==> src/rtl/gate_test_pkg.sv <==
// rtl/gate_test_pkg.sv - shared types and helpers for the gate truth-table sequencer
package gate_test_pkg;

    typedef enum logic [1:0] {
        IDLE   = 2'd0,
        SETTLE = 2'd1,
        SAMPLE = 2'd2,
        DONE   = 2'd3
    } seq_state_t;

    // Largest supported gate width; tables are zero-extended to this size
    localparam int MAX_N_IN = 6;
    localparam int MAX_VECS = 1 << MAX_N_IN;

    // Expected gate output for input combination vec
    function automatic logic exp_bit(input logic [MAX_VECS-1:0] tbl,
                                     input logic [MAX_N_IN-1:0] vec);
        return tbl[vec];
    endfunction

endpackage

==> src/rtl/gate_truth_sequencer_if.sv <==
// rtl/gate_truth_sequencer_if.sv - control, gate drive and result bundle of the sequencer
interface gate_truth_sequencer_if #(
    parameter int N_IN = 2
);
    logic            start;
    logic            gate_out;
    logic [N_IN-1:0] gate_in;
    logic            busy;
    logic            done;
    logic            pass;
    logic [N_IN:0]   err_count;
    logic            fail_valid;
    logic [N_IN-1:0] first_fail_vec;

    // Controller side: issues start and closes the loop through the gate
    modport master (
        output start,
        output gate_out,
        input  gate_in,
        input  busy,
        input  done,
        input  pass,
        input  err_count,
        input  fail_valid,
        input  first_fail_vec
    );

    // Sequencer side
    modport slave (
        input  start,
        input  gate_out,
        output gate_in,
        output busy,
        output done,
        output pass,
        output err_count,
        output fail_valid,
        output first_fail_vec
    );
endinterface

==> src/rtl/settle_timer.sv <==
// rtl/settle_timer.sv - one-shot down-counter marking the end of the settle window
module settle_timer #(
    parameter int CYC = 2
) (
    input  logic clk,
    input  logic rst,
    input  logic load,
    output logic expire
);
    localparam int W = (CYC > 1) ? $clog2(CYC) : 1;
    localparam logic [W-1:0] RELOAD = W'(CYC - 1);

    logic [W-1:0] cnt_q;
    logic         active_q;

    // Count down from CYC-1 after load; disarm once the zero cycle has been flagged
    always_ff @(posedge clk) begin
        if (rst) begin
            cnt_q    <= '0;
            active_q <= 1'b0;
        end else if (load) begin
            cnt_q    <= RELOAD;
            active_q <= 1'b1;
        end else if (active_q) begin
            if (cnt_q == '0) begin
                active_q <= 1'b0;
            end else begin
                cnt_q <= cnt_q - 1'b1;
            end
        end
    end

    assign expire = active_q && (cnt_q == '0);

endmodule

==> src/rtl/gate_truth_sequencer.sv <==
// rtl/gate_truth_sequencer.sv - walks a gate through all input combinations and checks its truth table
module gate_truth_sequencer
    import gate_test_pkg::*;
#(
    parameter int                     N_IN       = 2,
    parameter logic [(1<<N_IN)-1:0]   EXPECTED   = 4'b1110,
    parameter int                     SETTLE_CYC = 2
) (
    input  logic                  clk,
    input  logic                  rst,
    gate_truth_sequencer_if.slave bus
);
    localparam int                    NVEC     = 1 << N_IN;
    localparam logic [N_IN-1:0]       LAST_VEC = N_IN'(NVEC - 1);
    localparam logic [N_IN-1:0]       ONE_VEC  = N_IN'(1);
    localparam logic [N_IN:0]         ONE_ERR  = (N_IN+1)'(1);
    localparam logic [MAX_VECS-1:0]   EXP_TBL  = MAX_VECS'(EXPECTED);

    if (SETTLE_CYC < 1 || N_IN < 1 || N_IN > MAX_N_IN) begin : g_param_check
        $error("gate_truth_sequencer: SETTLE_CYC must be >=1 and N_IN within 1..6");
    end

    seq_state_t      state_q;
    logic [N_IN-1:0] vec_q;
    logic [N_IN-1:0] gate_in_q;
    logic            busy_q;
    logic            done_q;
    logic            pass_q;
    logic [N_IN:0]   err_q;
    logic            fail_valid_q;
    logic [N_IN-1:0] first_fail_q;

    logic            start_ok;
    logic            last_vec;
    logic            timer_load;
    logic            expire;
    logic            exp_now;
    logic            mismatch;
    logic [N_IN:0]   err_d;

    // Start is only honoured when no run is in flight
    always_comb begin
        start_ok   = bus.start && (state_q == IDLE || state_q == DONE);
        last_vec   = (vec_q == LAST_VEC);
        timer_load = start_ok || (state_q == SAMPLE && !last_vec);
        exp_now    = exp_bit(EXP_TBL, MAX_N_IN'(vec_q));
        // Anything other than a clean 0/1 matching the table is a mismatch, X/Z included
        mismatch   = exp_now ? (bus.gate_out !== 1'b1) : (bus.gate_out !== 1'b0);
        err_d      = mismatch ? (err_q + ONE_ERR) : err_q;
    end

    settle_timer #(
        .CYC(SETTLE_CYC)
    ) u_settle_timer (
        .clk   (clk),
        .rst   (rst),
        .load  (timer_load),
        .expire(expire)
    );

    // Run sequencing, vector stepping and result capture
    always_ff @(posedge clk) begin
        if (rst) begin
            state_q      <= IDLE;
            vec_q        <= '0;
            gate_in_q    <= '0;
            busy_q       <= 1'b0;
            done_q       <= 1'b0;
            pass_q       <= 1'b0;
            err_q        <= '0;
            fail_valid_q <= 1'b0;
            first_fail_q <= '0;
        end else begin
            case (state_q)
                IDLE, DONE: begin
                    if (start_ok) begin
                        state_q      <= SETTLE;
                        vec_q        <= '0;
                        gate_in_q    <= '0;
                        busy_q       <= 1'b1;
                        done_q       <= 1'b0;
                        pass_q       <= 1'b0;
                        err_q        <= '0;
                        fail_valid_q <= 1'b0;
                        first_fail_q <= '0;
                    end
                end
                SETTLE: begin
                    if (expire) begin
                        state_q <= SAMPLE;
                    end
                end
                SAMPLE: begin
                    err_q <= err_d;
                    if (mismatch && !fail_valid_q) begin
                        first_fail_q <= vec_q;
                        fail_valid_q <= 1'b1;
                    end
                    if (last_vec) begin
                        state_q   <= DONE;
                        gate_in_q <= '0;
                        busy_q    <= 1'b0;
                        done_q    <= 1'b1;
                        pass_q    <= (err_d == '0);
                    end else begin
                        state_q   <= SETTLE;
                        vec_q     <= vec_q + ONE_VEC;
                        gate_in_q <= vec_q + ONE_VEC;
                    end
                end
                default: state_q <= IDLE;
            endcase
        end
    end

    assign bus.gate_in        = gate_in_q;
    assign bus.busy           = busy_q;
    assign bus.done           = done_q;
    assign bus.pass           = pass_q;
    assign bus.err_count      = err_q;
    assign bus.fail_valid     = fail_valid_q;
    assign bus.first_fail_vec = first_fail_q;

endmodule

==> src/flat_wrapper.sv <==
// flat-port wrapper written by rule: the top's interface ports become plain ports
module gate_truth_sequencer_flat import gate_test_pkg::*;
#(
    parameter int                     N_IN       = 2,
    parameter logic [(1<<N_IN)-1:0]   EXPECTED   = 4'b1110,
    parameter int                     SETTLE_CYC = 2
)
  (clk, rst, bus_start, bus_gate_out, bus_gate_in, bus_busy, bus_done, bus_pass, bus_err_count, bus_fail_valid, bus_first_fail_vec);
  gate_truth_sequencer_if #(.N_IN(N_IN)) bus_i ();
  input  logic clk;
  input  logic rst;
  input wire logic [$bits(bus_i.start)-1:0] bus_start;
  input wire logic [$bits(bus_i.gate_out)-1:0] bus_gate_out;
  output wire logic [$bits(bus_i.gate_in)-1:0] bus_gate_in;
  output wire logic [$bits(bus_i.busy)-1:0] bus_busy;
  output wire logic [$bits(bus_i.done)-1:0] bus_done;
  output wire logic [$bits(bus_i.pass)-1:0] bus_pass;
  output wire logic [$bits(bus_i.err_count)-1:0] bus_err_count;
  output wire logic [$bits(bus_i.fail_valid)-1:0] bus_fail_valid;
  output wire logic [$bits(bus_i.first_fail_vec)-1:0] bus_first_fail_vec;
  assign bus_i.start = bus_start;
  assign bus_i.gate_out = bus_gate_out;
  assign bus_gate_in = bus_i.gate_in;
  assign bus_busy = bus_i.busy;
  assign bus_done = bus_i.done;
  assign bus_pass = bus_i.pass;
  assign bus_err_count = bus_i.err_count;
  assign bus_fail_valid = bus_i.fail_valid;
  assign bus_first_fail_vec = bus_i.first_fail_vec;
  gate_truth_sequencer #(.N_IN(N_IN), .EXPECTED(EXPECTED), .SETTLE_CYC(SETTLE_CYC)) u_core (.clk(clk), .rst(rst), .bus(bus_i));
endmodule
==> config.mk <==
export PLATFORM = sky130hd
export DESIGN_NAME = gate_truth_sequencer_flat
export DESIGN_NICKNAME = d
export VERILOG_FILES = /design/src/rtl/gate_test_pkg.sv /design/src/rtl/gate_truth_sequencer_if.sv /design/src/rtl/settle_timer.sv /design/src/rtl/gate_truth_sequencer.sv /design/src/flat_wrapper.sv
export SDC_FILE = /design/constraint.sdc
export NUM_CORES = 1
export LEC_CHECK = 0
export CAP_MARGIN = 5
export CELL_PAD_IN_SITES_DETAIL_PLACEMENT = 2
export CELL_PAD_IN_SITES_GLOBAL_PLACEMENT = 2
export CORE_MARGIN = 3
export CORE_UTILIZATION = 30
export DETAILED_ROUTE_END_ITERATION = 7
export PLACE_DENSITY = 0.75
export SYNTH_ARGS = -nofsm -noshare
export SYNTH_HDL_FRONTEND = slang
export SYNTH_SLANG_ARGS = --single-unit
==> constraint.sdc <==
create_clock -name clk -period 2.2 [get_ports clk]
set_input_delay 0.44 -clock clk [delete_from_list [all_inputs] [get_ports clk]]
set_output_delay 0.44 -clock clk [all_outputs]
set_load 0.01 [all_outputs]
---- Word level (Yosys, flattened, before mapping) ----
Cells that the tools add are included.
word-level totals
  bits in registers ....................... 17
  output and inout bits ................... 11
  logic and storage cells ................. 78
operators by class
  add/subtract/negate cells ............... 3
  magnitude comparators ................... 1
  equal/unequal tests ..................... 11
  mux-type cells .......................... 33
  bitwise logic cells ..................... 1
  reductions and logical operators ........ 18
operators by type and width
  operator                                                                       count
  1-bit 2-to-1 mux                                                               14
  2-bit 2-to-1 mux                                                               7
  2-bit case mux with 2 select lines                                             3
  3-bit AND reduction                                                            3
  1-bit case mux with 2 select lines                                             4
  2-bit by 7-bit less-than comparator with 1-bit output (second input constant)  1
  2-bit equality test (second input constant)                                    3
  3-bit 2-to-1 mux                                                               2
  2-bit by 1-bit != test with 1-bit output (second input constant)               3
  2-bit case mux with 3 select lines                                             1
  3-bit case mux with 2 select lines                                             1
  1-bit logical AND                                                              4
  2-bit != test (second input constant)                                          2
  2-bit AND reduction                                                            2
  2-bit nonzero test                                                             2
  3-bit by 1-bit adder with 3-bit output (second input constant)                 1
  3-bit zero test                                                                1
  2-bit by 1-bit adder with 2-bit output (second input constant)                 1
  1-bit binary-select mux with 2-bit select                                      1
  2-bit by 1-bit equality test with 1-bit output (second input constant)         1
  1-bit zero test                                                                2
  2-bit zero test                                                                1
  1-bit logical OR                                                               2
  1-bit case inequality test (second input constant)                             2
  other kinds (3)                                                                3

---- Longest topological paths before layout ----
Gate-level depths: netlist of the first run.
  word-level depth ........................ 7
  depth in mapped cells ................... 6
  depth with buffers taken out ............ 6

---- Modules after synthesis ----
A second synthesis of the first run with hierarchy kept.
second synthesis, totals
  cells, all modules ...................... 108
  area total of the unflattened synthesis .. 924.6 µm²
modules (own cells, without submodules)
  module                instances  cells each  area each (µm²)  seq. area each (µm²)
  gate_truth_sequencer  1          100         850.8            300.3
  settle_timer          1          8           73.8             40.0

---- Worst setup path before layout of the first run ----
OpenSTA, ideal clock, no wires.
  path type ............................... register -> register
  from .................................... register u_core.vec_q[0]
  to ...................................... register u_core.pass_q (netlist: u_core.bus.pass)
  arrival time ............................ 1.449 ns
  data required time ...................... 2.113 ns
  slack ................................... 0.664 ns
  stages on the path, launching flop included .. 7
  buffers on the path ..................... 0
  cell sequence ........................... dfxtp_1 -> inv_1 -> ha_1 -> xnor2_1 -> nand2_1 -> xnor2_1 -> o31ai_1
between the ends
  word-level cells in the longest chain between the ends .. 7
ends and longest elaborated chain
  item                                       line                         source
  start: declaration                         gate_truth_sequencer.sv:24   logic [N_IN-1:0] vec_q;
  start signal: assignment                   gate_truth_sequencer.sv:107  vec_q <= vec_q + ONE_VEC;
  1-bit binary-select mux with 2-bit select  gate_test_pkg.sv:18          return tbl[vec];
  1-bit 2-to-1 mux (not written as such)     gate_test_pkg.sv:18
  1-bit 2-to-1 mux                           gate_truth_sequencer.sv:48   mismatch = exp_now ? (bus.gate_out !== 1'b1) : (bus.gate_out !== 1'b0);
  3-bit 2-to-1 mux                           gate_truth_sequencer.sv:49   err_d = mismatch ? (err_q + ONE_ERR) : err_q;
  3-bit zero test                            gate_truth_sequencer.sv:104  pass_q <= (err_d == '0);
  1-bit 2-to-1 mux                           gate_truth_sequencer.sv:99   if (last_vec) begin
  1-bit case mux with 2 select lines         gate_truth_sequencer.sv:74   case (state_q)
  end signal: assignment                     gate_truth_sequencer.sv:104
  end: declaration                           gate_truth_sequencer.sv:28   logic pass_q;
Parallel ways exist; a longest one is shown, timed or not. The select of a mux whose other input is x is not followed.
A chain may end at the register's enable or synchronous reset.

---- Final worst setup path of the first run ----
  from .................................... register u_core.state_q[0]
  to ...................................... register u_core.err_q[0] (netlist: u_core.bus.err_count[0])
between the ends
  word-level cells in the longest chain between the ends .. 5
ends and longest elaborated chain
  item                                                           line                                                    source
  start: declaration                                             gate_truth_sequencer.sv:23                              seq_state_t state_q;
  start signal: assignment                                       gate_truth_sequencer.sv:64                              state_q <= IDLE;
  start signal: assignment                                       gate_truth_sequencer.sv:77                              state_q <= SETTLE;
  start signal: assignment                                       gate_truth_sequencer.sv:90                              state_q <= SAMPLE;
  2-bit equality test / 2-bit zero test (equally long branches)  gate_truth_sequencer.sv:43, gate_truth_sequencer.sv:74
  1-bit logical OR                                               gate_truth_sequencer.sv:43                              start_ok = bus.start && (state_q == IDLE || state_q == DONE);
  1-bit logical AND                                              gate_truth_sequencer.sv:43
  2-bit by 1-bit != test with 1-bit output (no source line)      --
  2-bit AND reduction (no source line)                           --
  end signal: assignment                                         gate_truth_sequencer.sv:94                              err_q <= err_d;
  end: declaration                                               gate_truth_sequencer.sv:29                              logic [N_IN:0] err_q;
Parallel ways exist; a longest one is shown, timed or not.

==> flow_metrics.py, run 1 <==
metrics = {
    "status": {
        "status": "finished clean",
    },
    "cells_and_area": {
        "areaGrowthSynthToFinish_pct": 23.4,
        "diodes": 0,
        "post-route-util": 0.394,
        "fillers": 330,
        "final_nets": 132,
        "drive_above_1_share": 0.0826,
    },
    "min_path": {
        "hp-class": "register to register",
    },
    "yosys": {
        "synth_cells": 104,
        "synth.area.top_cells": "dfxtp_1 38%, ha_1 8.5%, a21oi_1 7.3%, nand2b_1 3.5%, nor2_1 3.4%",
        "seq_area_frac_synth": 0.384,
        "synth_flop_cell": "dfxtp_1",
        "syn_area_um2": 887,
        "synthTopCellsByCount": "17 x dfxtp_1, 13 x a21oi_1, 8 x nor2_1",
        "syn_nets": 114,
        "yosys_warnings": 0,
        "synth-edff-count": 0,
        "yosysTopAreaCellShare": 0.384,
        "postSynth.asyncResetShare": 0,
        "synth_cell_types": 33,
        "synth-seq-cells": 17,
        "netlist.top_cell.by_area": "dfxtp_1",
        "syn_avg_cell_area_um2": 8.53,
        "synth_most_common_cell": "dfxtp_1",
    },
    "pwr": {
        "cellPowerDensity_nw_per_um2": 600,
        "power.share.clock": 0.275,
        "switchingPower_mw": 0.203,
        "irDropWorstVdd_v": 0.000235,
        "intPower_mw": 0.454,
        "switching_share": 0.310,
        "pwr-share-comb": 0.220,
        "fin_total_pwr_mw": 0.657,
        "p_seq_frac": 0.506,
        "p_leak_nw": 0.396,
    },
    "worst_setup_path": {
        "startpoint_type": "register",
        "crit-reg2reg-launch": "u_core.state_q[0]",
        "setup.worst_path.end_class": "register",
        "worstSetupEndpoint": "u_core.bus.err_count[0]",
        "worstPathRequired_ps": 2460,
        "cp.arrival_ps": 2000,
        "r2r_setup_slack_ps": 460,
        "critPathKind": "register to register",
        "worstReg2RegEnd": "u_core.bus.err_count[0]",
        "startpoint": "u_core.state_q[0]",
        "crit_fanout": 5,
        "reg2regPathDepth": 6,
    },
    "clock_network": {
        "clk_latency_ps": 310,
        "htreeDepth": 1,
        "hold_buffers": 0,
        "cts_sinks": 17,
        "cts-root-buf": "clkbuf_4",
        "clk_pin_slew_ps": 110,
        "cts_buffers": 3,
        "cts_buffer_depth": 2,
        "cts_tree": "built",
        "cts_resized": 0,
        "cts_setup_buffers": 0,
    },
    "timing": {
        "relSlewSlack": 0.690,
        "hold_ws_ps": 496,
        "fin_tns_setup_ps": 0,
        "setup_violations": 0,
        "final_max_slew_viol_count": 0,
        "period_minus_slack_ps": 1740,
        "skew_ps": 11.0,
        "worst_pin_slew_ps": 461,
        "rsz0062_at_grt": "false",
        "hold_viol": 0,
        "period_share": 0.791,
        "max_freq_mhz": 574,
    },
    "global_route": {
        "grt_pass1_wl_mm": 4.22,
        "grt_overflow": 0,
        "use_met3": 0.0319,
        "grtUsageTotal": 0.154,
        "antenna_found_initial": 0,
        "grt_pass1_vias": 861,
        "busiest_layer": "met2",
        "grt_max_degree": 18,
        "met1_usage": 0.204,
        "grt_util_met2": 0.241,
    },
    "route": {
        "firstDrtPassIters": 3,
        "routed_via_density": 5.28,
        "route.detailed.drc": 0,
        "postRouteAntennaNets": 0,
        "vias": 802,
        "drt_wl_total_mm": 2.32,
        "drtIter0Drc": 27,
        "routedWlPerCell_um": 15.3,
    },
    "place": {
        "dp_hpwl_mm": 1.76,
        "portBuffers": 14,
        "finalWeightedCongestion": 0.729,
    },
    "job": {
        "maxCapViolCount": 0,
    },
    "floorplan": {
        "core_um2": 2780,
        "fp.dieArea_um2": 3650,
        "die_h_um": 60.4,
        "io_pins": 15,
        "die_x_um": 60.4,
        "rows": 19,
        "start_util": 0.319,
    },
}
-- worst max-delay path: stages, from the launching register on --
cell and delay (ps):
dfxtp_1 390, inv_1 60, ha_1 410, mux2i_1 390, a31oi_1 90, mux2_2 280, nor2_1 70
-- power by group through the flow --
stage               clock network (mW)  registers (mW)  logic (mW)
detailed placement                   0           0.339       0.146
finish                           0.180           0.332       0.144
global route                     0.207           0.335       0.164
floorplan                            0           0.339      0.0972
global placement                     0           0.339       0.143
CTS                              0.189           0.333       0.147
-- cell usage in the layout, fill, tap and decap left out, types with 2 or more instances in the layout --
cell	count
dfxtp_1	17
clkdlybuf4s50_1	14
a21oi_1	13
nor2_1	8
inv_1	6
nand2_1	6
ha_1	6
nand2b_1	5
o21ai_0	5
nor3_1	4
a31oi_1	3
clkbuf_4	3
nand2b_4	2
a22oi_1	2
nor2b_1	2
mux2i_1	2
and2_1	2
nand4_1	2
xnor2_1	2
nand3_1	2
buf_4	2
-- worst min-delay path by stage --
stage                                     end                          from  slack [ps]  cells past startpoint
6_report       u_core.u_settle_timer.active_q   u_core.u_settle_timer.cnt_q         500                      2
5_1_grt          u_core.bus.first_fail_vec[1]  u_core.bus.first_fail_vec[1]         520                      2
4_1_cts          u_core.bus.first_fail_vec[0]  u_core.bus.first_fail_vec[0]         500                      2
3_5_place_dp     u_core.bus.first_fail_vec[1]  u_core.bus.first_fail_vec[1]         480                      2
3_3_place_gp   u_core.u_settle_timer.active_q   u_core.u_settle_timer.cnt_q         460                      2
2_1_floorplan  u_core.u_settle_timer.active_q   u_core.u_settle_timer.cnt_q         440                      2
-- layout make-up --
cell class,count,area (um^2),area share
clock buffer,4,26.3,0.0240
tap,31,38.8,0.0354
timing repair buffer,16,155,0.142
multi-input combinational,78,512,0.467
inverter,6,22.5,0.0206
sequential,17,340,0.311
-- metrics by stage --
stage                     instance area (um^2)  setup WS [ps]  cells
after CTS                                 1090            417    152
final                                     1090            459    152
after detailed placement                  1070            309    148
after global placement                    1070            344    148
after floorplan                            887            664    104
after global routing                      1090            259    152
-- layer usage --
layer / vias up / share of wire
met5: - / 0
met4: 0 / 0.020
met3: 4 / 0.028
met2: 11 / 0.46
met1: 383 / 0.49
li1: 404 / -
-- sequential cells by signal, summed over array words and instances, names as in the netlist --
name / count
u_core.bus.err_count: 3
u_core.bus.first_fail_vec: 2
u_core.bus.gate_in: 2
u_core.state_q: 2
u_core.vec_q: 2
u_core.bus.busy: 1
u_core.bus.done: 1
u_core.bus.fail_valid: 1
u_core.bus.pass: 1
u_core.u_settle_timer.active_q: 1
u_core.u_settle_timer.cnt_q: 1
-- cell families (layout without fill, tap and decap cells) --
group	after synthesis	in the layout	synth area share
AND/OR/NAND/NOR	38	38	0.243
XOR/XNOR	3	3	0.0296
adder cells (fa/ha/maj)	6	6	0.0846
flip-flops	17	17	0.384
buffers and inverters	9	26	0.0395
AO/OA/AOI/OAI	28	28	0.185
multiplexers	3	3	0.0353
Note: power is estimated with default switching activity, not from simulation.
==> run 2, diff against run 1 <==
--- a/config.mk
+++ b/config.mk
@@ -9,9 +9,9 @@
 export CELL_PAD_IN_SITES_DETAIL_PLACEMENT = 2
 export CELL_PAD_IN_SITES_GLOBAL_PLACEMENT = 2
 export CORE_MARGIN = 3
-export CORE_UTILIZATION = 30
+export CORE_UTILIZATION = 27
 export DETAILED_ROUTE_END_ITERATION = 7
-export PLACE_DENSITY = 0.75
+export PLACE_DENSITY = 0.71
 export SYNTH_ARGS = -nofsm -noshare
 export SYNTH_HDL_FRONTEND = slang
 export SYNTH_SLANG_ARGS = --single-unit
==> constraint.sdc (replaced) <==
create_clock -name clk -period 1.5 [get_ports clk]
set_input_delay 0.3 -clock clk [delete_from_list [all_inputs] [get_ports clk]]
set_output_delay 0.3 -clock clk [all_outputs]
set_load 0.01 [all_outputs]
==> run 2 against run 1 <==
- the flow now finishes with violations (setup timing)
- sequential share of layout area fell by 5.8 points
- clock skew is 2.5 ps lower
- clock-buffer cell count did not move
- worst setup slack got worse by 480 ps
- critical endpoint is now u_core.vec_q[0]
- largest cell class unchanged
- largest power group unchanged
==> flow_metrics.py, run 2 (same netlist as run 1, synthesis figures left out) <==
metrics = {
    "status": {
        "status": "finished, violations left",
        "violations": "setup timing",
    },
    "pwr": {
        "cellPowerDensity_nw_per_um2": 783,
        "p_leak_nw": 0.617,
        "intPower_mw": 0.737,
        "switchingPower_mw": 0.354,
        "switching_share": 0.324,
        "pwr-share-comb": 0.313,
        "irDropWorstVdd_v": 0.000239,
        "p_seq_frac": 0.446,
        "power.share.clock": 0.242,
    },
    "floorplan": {
        "die_h_um": 63.3,
        "die_x_um": 63.3,
        "core_um2": 3100,
        "rows": 20,
        "start_util": 0.286,
        "io_pins": 15,
        "fp.dieArea_um2": 4010,
    },
    "min_path": {
        "hold_path_depth": 2,
        "hp-class": "register to register",
    },
    "place": {
        "portBuffers": 14,
        "finalWeightedCongestion": 0.740,
        "place_inst": 171,
        "place_area_um2": 1180,
        "dp_hpwl_mm": 2.08,
    },
    "cells_and_area": {
        "fillers": 350,
        "final_design_area_no_fill_um2": 1390,
        "areaGrowthSynthToFinish_pct": 57.1,
        "multiInputGateArea_um2": 672,
        "register_area_um2": 353,
        "drive_above_1_share": 0.370,
        "layout_common_cells": "16 x buf_4, 11 x a21oi_1, 9 x dfxtp_1, 7 x dfxtp_2",
        "diodes": 0,
        "final_nets": 146,
        "instances_no_fill": 179,
        "largest_register_ff_count": 3,
        "final_common_cell": "buf_4",
    },
    "timing": {
        "worst_pin_slew_ps": 356,
        "rsz0062_at_grt": "true",
        "period_minus_slack_ps": 1520,
        "hold_viol": 0,
        "max_freq_mhz": 659,
        "skew_ps": 8.45,
        "fin_tns_setup_ps": -18.4,
        "fin_ws_ps": -18.4,
        "period_share": 1.01,
        "relSlewSlack": 0.762,
        "final_max_slew_viol_count": 0,
        "setup_violations": 1,
    },
    "route": {
        "drt_wl_total_mm": 3.03,
        "route.detailed.drc": 0,
        "vias": 877,
        "drtIter0Drc": 15,
        "firstDrtPassIters": 4,
        "postRouteAntennaNets": 0,
        "routedWlPerCell_um": 16.9,
        "routed_via_density": 4.90,
    },
    "worst_setup_path": {
        "cpMaxStageDelayCell": "dfxtp_2",
        "path_cells": "inv_2, ha_4, and2b_2, nor4_1, o21ai_0, a21oi_1",
        "setup.worst_path.end_class": "register",
        "critPathKind": "register to register",
        "worst-path-buf-inv": 1,
        "cp.depth": 6,
        "max_stage_delay_ps": 350,
        "worstPathRequired_ps": 1740,
        "startpoint_type": "register",
        "cp_top_family": "simple AND/OR/NAND/NOR gates",
        "crit_fanout": 5,
        "cp.arrival_ps": 1760,
        "reg2regPathDepth": 6,
    },
    "global_route": {
        "grt_pass1_wl_mm": 4.79,
        "grtUsageTotal": 0.152,
        "grt_overflow": 0,
        "grt_max_degree": 18,
        "grt_pass1_vias": 975,
        "antenna_found_initial": 0,
    },
    "clock_network": {
        "cts_buffers": 3,
        "cts_buffer_depth": 2,
        "clk_latency_ps": 300,
        "cts_sinks": 17,
        "hold_buffers": 0,
        "htreeDepth": 1,
        "cts_tree": "built",
        "cts-root-buf": "clkbuf_4",
        "clk_pin_slew_ps": 110,
    },
    "job": {
        "maxCapViolCount": 0,
    },
}
[run 2: changes by cell type in the layout (fill, tap and decap cells not counted), moves of 5 or more]
| cell | before | now |
|---|---|---|
| buf_4 | 2 | 16 |
| clkdlybuf4s50_1 | 14 | 3 |
| dfxtp_1 | 17 | 9 |
| dfxtp_2 | 0 | 7 |
| dlygate4sd2_1 | 0 | 6 |
| dlymetal6s2s_1 | 0 | 5 |
[run 2: cell type report]
type                            count  share of cell area
Multi-Input combinational cell     78               0.482
Clock buffer                        4              0.0189
Timing Repair Buffer               30               0.190
Inverter                            6              0.0162
Sequential cell                    17               0.253
Tap cell                           44              0.0395
[run 2: repair_timing]
item,CTS,global route
resized for setup,15,34
endpoints found under the setup margin,12,16
pin swaps,3,7
buffers inserted,0,4
[run 2: metrics by stage]
stage / setup slack [ps] / total power [mW] / hold slack (ps) / util
final: -18.4 / 1.09 / 502 / 0.449
after CTS: 1.20 / 1.05 / 496 / 0.391
after floorplan: 54.8 / 0.651 / 445 / -
after detailed placement: -249 / 0.780 / 479 / 0.380
after global routing: -150 / 1.18 / 523 / 0.449
after global placement: -215 / 0.766 / 455 / 0.380
[run 2: power groups by stage]
stage,registers (mW),logic (mW),clock network (mW)
floorplan,0.498,0.153,0
global placement,0.493,0.273,0
detailed placement,0.496,0.285,0
CTS,0.487,0.287,0.271
global route,0.491,0.372,0.314
finish,0.486,0.341,0.264
[run 2: worst min-delay path, stage by stage (launching register included)]
cell and delay, ps:
dfxtp_1 320, o21ai_1 70, a21oi_1 70
[run 2: metal layers]
metal,up-vias,share of wire,global-route usage
met4,0,0.016,0.0647
met5,-,0,0
li1,428,-,-
met2,14,0.52,0.257
met3,5,0.028,0.0232
met1,430,0.43,0.190
[run 2: path summary, 6_finish.rpt]
check	startpoint	endpoint	slack, ps
setup / recovery	u_core.state_q[0]	u_core.vec_q[0]	-20
hold reg to reg	u_core.bus.first_fail_vec[0]	u_core.bus.first_fail_vec[0]	500
setup reg to reg	u_core.state_q[0]	u_core.vec_q[0]	-20
hold / removal	u_core.bus.first_fail_vec[0]	u_core.bus.first_fail_vec[0]	500
==> run 3, diff against run 2 <==
--- a/config.mk
+++ b/config.mk
@@ -9,9 +9,9 @@
 export CELL_PAD_IN_SITES_DETAIL_PLACEMENT = 2
 export CELL_PAD_IN_SITES_GLOBAL_PLACEMENT = 2
 export CORE_MARGIN = 3
-export CORE_UTILIZATION = 27
+export CORE_UTILIZATION = 30
 export DETAILED_ROUTE_END_ITERATION = 7
-export PLACE_DENSITY = 0.71
+export PLACE_DENSITY = 0.75
 export SYNTH_ARGS = -nofsm -noshare
 export SYNTH_HDL_FRONTEND = slang
 export SYNTH_SLANG_ARGS = --single-unit
==> constraint.sdc (replaced) <==
create_clock -name clk -period 1.7 [get_ports clk]
set_input_delay 0.51 -clock clk [delete_from_list [all_inputs] [get_ports clk]]
set_output_delay 0.51 -clock clk [all_outputs]
set_load 0.01 [all_outputs]
==> run 3 against run 2 <==
- the flow now finishes without violations
- maximum frequency shrank 5.7%
- sequential share of layout area grew 3.1 points
- critical path depth is the same
- design area shrank 13%
- sequential cell count is the same
- final cell count shrank 11%
- hold slack lost 17 ps
- clock skew shrank 7.2 ps
- critical path type unchanged
- largest power group unchanged
- highest routed layer unchanged
==> flow_metrics.py, run 3 (same netlist as run 1, synthesis figures left out) <==
metrics = {
    "status": {
        "status": "finished clean",
    },
    "global_route": {
        "grt_pass1_vias": 904,
        "grt_overflow": 0,
        "antenna_found_initial": 0,
        "grt_pass1_wl_mm": 4.36,
        "grt_max_degree": 18,
        "grtUsageTotal": 0.159,
    },
    "clock_network": {
        "cts_tree": "built",
        "cts_sinks": 17,
        "hold_buffers": 0,
        "clk_latency_ps": 290,
        "htreeDepth": 1,
        "clk_pin_slew_ps": 100,
        "cts-root-buf": "clkbuf_4",
        "cts_buffers": 3,
        "cts_buffer_depth": 2,
    },
    "pwr": {
        "fin_total_pwr_mw": 0.905,
        "cellPowerDensity_nw_per_um2": 743,
        "irDropWorstVdd_v": 0.000486,
        "p_leak_nw": 0.561,
    },
    "worst_setup_path": {
        "path_cells": "inv_1, ha_2, mux2i_4, a31oi_1, mux2_2, nor2_1",
        "setup.worst_path.end_class": "register",
        "crit_fanout": 5,
        "cpMaxStageDelayCell": "ha_2",
        "worstPathRequired_ps": 1930,
        "max_stage_delay_ps": 400,
        "critPathKind": "register to register",
        "cp.arrival_ps": 1850,
        "startpoint_type": "register",
    },
    "route": {
        "routed_via_density": 5.18,
        "postRouteAntennaNets": 0,
        "drtIter0Drc": 8,
        "drt_wl_total_mm": 2.56,
        "routedWlPerCell_um": 16.0,
        "route.detailed.drc": 0,
        "vias": 829,
        "firstDrtPassIters": 2,
    },
    "timing": {
        "period_minus_slack_ps": 1610,
        "hold_ws_ps": 485,
        "hold_viol": 0,
        "setup_violations": 0,
        "period_share": 0.948,
        "fin_tns_setup_ps": 0,
        "fin_ws_ps": 89.1,
        "worst_pin_slew_ps": 260,
        "relSlewSlack": 0.824,
        "max_freq_mhz": 621,
        "skew_ps": 1.28,
        "final_max_slew_viol_count": 0,
    },
    "place": {
        "portBuffers": 14,
        "finalWeightedCongestion": 0.744,
        "place_area_um2": 1130,
        "dp_hpwl_mm": 1.86,
        "place_inst": 156,
        "place_ws_ps": -309,
    },
    "job": {
        "maxCapViolCount": 0,
    },
    "cells_and_area": {
        "final_common_cell": "dfxtp_1",
        "areaGrowthSynthToFinish_pct": 37.2,
        "post-route-util": 0.438,
        "largest_register_ff_count": 3,
        "final_nets": 140,
        "drive_above_1_share": 0.233,
        "final_design_area_no_fill_um2": 1220,
        "layout_common_cells": "13 x dfxtp_1, 12 x a21oi_1, 10 x buf_4, 7 x nor2_1, 7 x dlygate4sd2_1",
        "instances_no_fill": 160,
        "diodes": 0,
    },
    "floorplan": {
        "start_util": 0.319,
        "fp.dieArea_um2": 3650,
        "die_h_um": 60.4,
        "io_pins": 15,
        "rows": 19,
        "die_x_um": 60.4,
        "core_um2": 2780,
    },
    "min_path": {
        "hp-class": "register to register",
    },
}
run 3: changes by cell type in the layout (fill, tap and decap cells not counted), moves of 2 or more:
cell | previous run | this run
buf_4 | 16 | 10
clkdlybuf4s50_1 | 3 | 1
dfxtp_1 | 9 | 13
dfxtp_2 | 7 | 4
ha_2 | 1 | 3
ha_4 | 3 | 0
o21ai_0 | 1 | 4
o21ai_1 | 3 | 1
run 3: what timing repair did:
| item | CTS | global route |
|---|---|---|
| pin swaps | 0 | 1 |
| endpoints found under the setup margin | 9 | 17 |
| resized for setup | 12 | 16 |
| buffers inserted | 0 | 0 |
| gates cloned | 0 | 0 |
run 3: final cells by class:
cell class	count	area, um^2
multi-input combinational	78	563
clock buffer	4	26.3
fill	316	1560
sequential	17	345
timing repair buffer	24	221
inverter	6	22.5
tap	31	38.8
run 3: where the power goes:
group / total (mW) / internal, mW / switching [mW]
Sequential: 0.427 / 0.416 / 0.0110
Combinational: 0.252 / 0.120 / 0.132
Clock: 0.227 / 0.0913 / 0.135
Total: 0.905 / 0.627 / 0.278
run 3: routing by layer:
layer | GRT usage | up-vias | part of all wire
li1 | - | 417 | -
met4 | 0.0665 | 0 | 0.0067
met2 | 0.258 | 9 | 0.51
met3 | 0.0213 | 2 | 0.026
met1 | 0.213 | 401 | 0.45
met5 | 0 | - | 0
run 3: worst paths after layout:
check	cells after the start	slack, ps	endpoint	start
max reg2reg	6	90	u_core.bus.err_count[0]	u_core.state_q[0]
min	2	490	u_core.bus.first_fail_vec[0]	u_core.bus.first_fail_vec[0]
min reg2reg	2	490	u_core.bus.first_fail_vec[0]	u_core.bus.first_fail_vec[0]
max	6	90	u_core.bus.err_count[0]	u_core.state_q[0]
run 3: worst max-delay path, delay by kind of cell (launching register included):
kind | cells | cell delay, ps
multiplexers | 2 | 590
adder cells (fa/ha/maj) | 1 | 400
flip-flops | 1 | 350
AO/OA/AOI/OAI | 1 | 90
AND/OR/NAND/NOR | 1 | 80
buffers and inverters | 1 | 50
==> variant (settings of run 1) <==
`N_IN` is set to 2 in 3 places; all go to 4.
--- a/src/rtl/gate_truth_sequencer_if.sv
+++ b/src/rtl/gate_truth_sequencer_if.sv
@@ -1,6 +1,6 @@
 // rtl/gate_truth_sequencer_if.sv - control, gate drive and result bundle of the sequencer
 interface gate_truth_sequencer_if #(
-    parameter int N_IN = 2
+    parameter int N_IN = 4
 );
     logic            start;
     logic            gate_out;
--- a/src/rtl/gate_truth_sequencer.sv
+++ b/src/rtl/gate_truth_sequencer.sv
@@ -2,7 +2,7 @@
 module gate_truth_sequencer
     import gate_test_pkg::*;
 #(
-    parameter int                     N_IN       = 2,
+    parameter int                     N_IN       = 4,
     parameter logic [(1<<N_IN)-1:0]   EXPECTED   = 4'b1110,
     parameter int                     SETTLE_CYC = 2
 ) (
--- a/src/flat_wrapper.sv
+++ b/src/flat_wrapper.sv
@@ -1,7 +1,7 @@
 // flat-port wrapper written by rule: the top's interface ports become plain ports
 module gate_truth_sequencer_flat import gate_test_pkg::*;
 #(
-    parameter int                     N_IN       = 2,
+    parameter int                     N_IN       = 4,
     parameter logic [(1<<N_IN)-1:0]   EXPECTED   = 4'b1110,
     parameter int                     SETTLE_CYC = 2
 )
Interface: changed (resized bus_err_count, bus_first_fail_vec and bus_gate_in); port bits go from 15 to 21. The function was not compared with the original's and may differ.
==> variant against run 1 <==
- highest routed layer unchanged
- critical path depth rose by 1
- power is 77% higher
- area after synthesis up 40%
- utilization up 2.1 points
- worst setup slack got worse by 0.28 ns
- first-iteration DRC count rose by 22%
- routed wire length increased by 56%
- fmax down 14%
- sequential cell count rose by 9
- design area rose by 45%
- worst hold slack got worse by 0.034 ns
- non-clock buffer count increased by 11
- cell count grew 41%
- largest power group unchanged
==> variant: results (changes against run 1) <==
drt_pass1_iterations: 4  # +1
peakVddDrop_v: 0.000292  # +24%
drive_above_1_share_pct: 12.0  # +3.7 points
gp_congestion: 0.767  # +5.3%
port_buffers: 20  # +6
leakage_nw: 0.570  # +44%
grt_pass1_wl_mm: 6.35  # +51%
critPathSlowestCell: "or4_1"
syn_nets: 154  # +35%
max_stage_delay_ns: 0.45  # +0.04 ns
status: "completed"
critical_path.top_delay_family: "simple AND/OR/NAND/NOR gates"
synth.distinct_cells: 36  # +9.1%
grt_pass1_vias: 1295  # +50%
drt-initial-drc-count: 33  # +22%
synth.avg_cell_area_sq_um: 8.59  # +0.76%
clock_latency_ns: 0.28  # -0.03 ns
ys_top_cells_by_area: "dfxtp_1 42%, a21oi_1 6.4%, ha_1 5.0%, nand2_1 4.8%, nor2_1 4.8%"
layout.cells.non_filler: 215  # +41%
nFillCells: 414  # +25%
max_freq_mhz: 494  # -14%
cts_root_buf: "clkbuf_8"
nets: 177  # +34%
dp_hpwl_mm: 2.75  # +57%
hold_slack_ns: 0.462  # -0.0342 ns
via_count: 1110  # +38%
synth_seq_area_share_pct: 41.8  # +3.4 points
regToRegSetupSlack_ns: 0.18  # -0.28 ns
p_sw_share_pct: 29.0  # -1.9 points
[variant: worst reg2reg max path: stages, from the launching register on]
cell and delay (ns):
dfxtp_2 0.37, inv_1 0.05, ha_1 0.32, and2b_1 0.26
nor2_1 0.22, o2111ai_1 0.14, or4_1 0.45, a21oi_1 0.16
[variant: area by class of cell]
cell class | instances | share of cell area (%)
repair buffers | 27 | 15.9
flip-flops and latches | 26 | 32.9
multi-input cells | 108 | 42.4
clock inverters | 1 | 1.89
well taps | 48 | 3.79
inverters | 2 | 0.473
clock buffers | 3 | 2.60
[variant: how the worst min path moves through the flow]
stage	startpoint	endpoint	cells past startpoint
after detailed placement	u_core.bus.gate_in[3]	u_core.bus.gate_in[3]	2
after CTS	u_core.bus.gate_in[3]	u_core.bus.gate_in[3]	2
after global placement	u_core.bus.gate_in[3]	u_core.bus.gate_in[3]	2
after floorplan	u_core.u_settle_timer.cnt_q	u_core.u_settle_timer.active_q	2
final	u_core.bus.gate_in[3]	u_core.bus.gate_in[3]	2
after global routing	u_core.bus.pass	u_core.bus.pass	2
[variant: power groups by stage]
stage          combinational (W)  sequential (W)  clock (W)
6_report                0.000249        0.000506   0.000407
3_5_place_dp            0.000246        0.000517          0
2_1_floorplan           0.000146        0.000514          0
4_1_cts                 0.000249        0.000506   0.000417
3_3_place_gp            0.000228        0.000514          0
5_1_grt                 0.000277        0.000510   0.000445
[variant: logic make-up after synthesis]
logic type / Yosys count / synth area share [%]
mux: 1 / 0.904
flops: 26 / 41.8
simple gates: 61 / 24.3
buf+inv: 11 / 4.62
compound gates: 35 / 18.6
xor+xnor: 6 / 4.82
fa+ha+maj: 5 / 5.02
[variant: per-stage QoR]
step | TNS (ns) | instance area, sq um
6_report | 0 | 1590
3_3_place_gp | -0.00839 | 1510
3_5_place_dp | -0.0797 | 1510
5_1_grt | 0 | 1590
2_1_floorplan | 0 | 1250
4_1_cts | 0 | 1580
[variant: per-layer routing]
| layer | vias up | track usage (%) | part of all wire (%) |
|---|---|---|---|
| li1 | 550 | - | - |
| met1 | 543 | 19.0 | 44 |
| met2 | 13 | 29.0 | 52 |
| met3 | 4 | 4.17 | 3.1 |
| met4 | 0 | 4.47 | 1.2 |
| met5 | - | 0 | 0 |
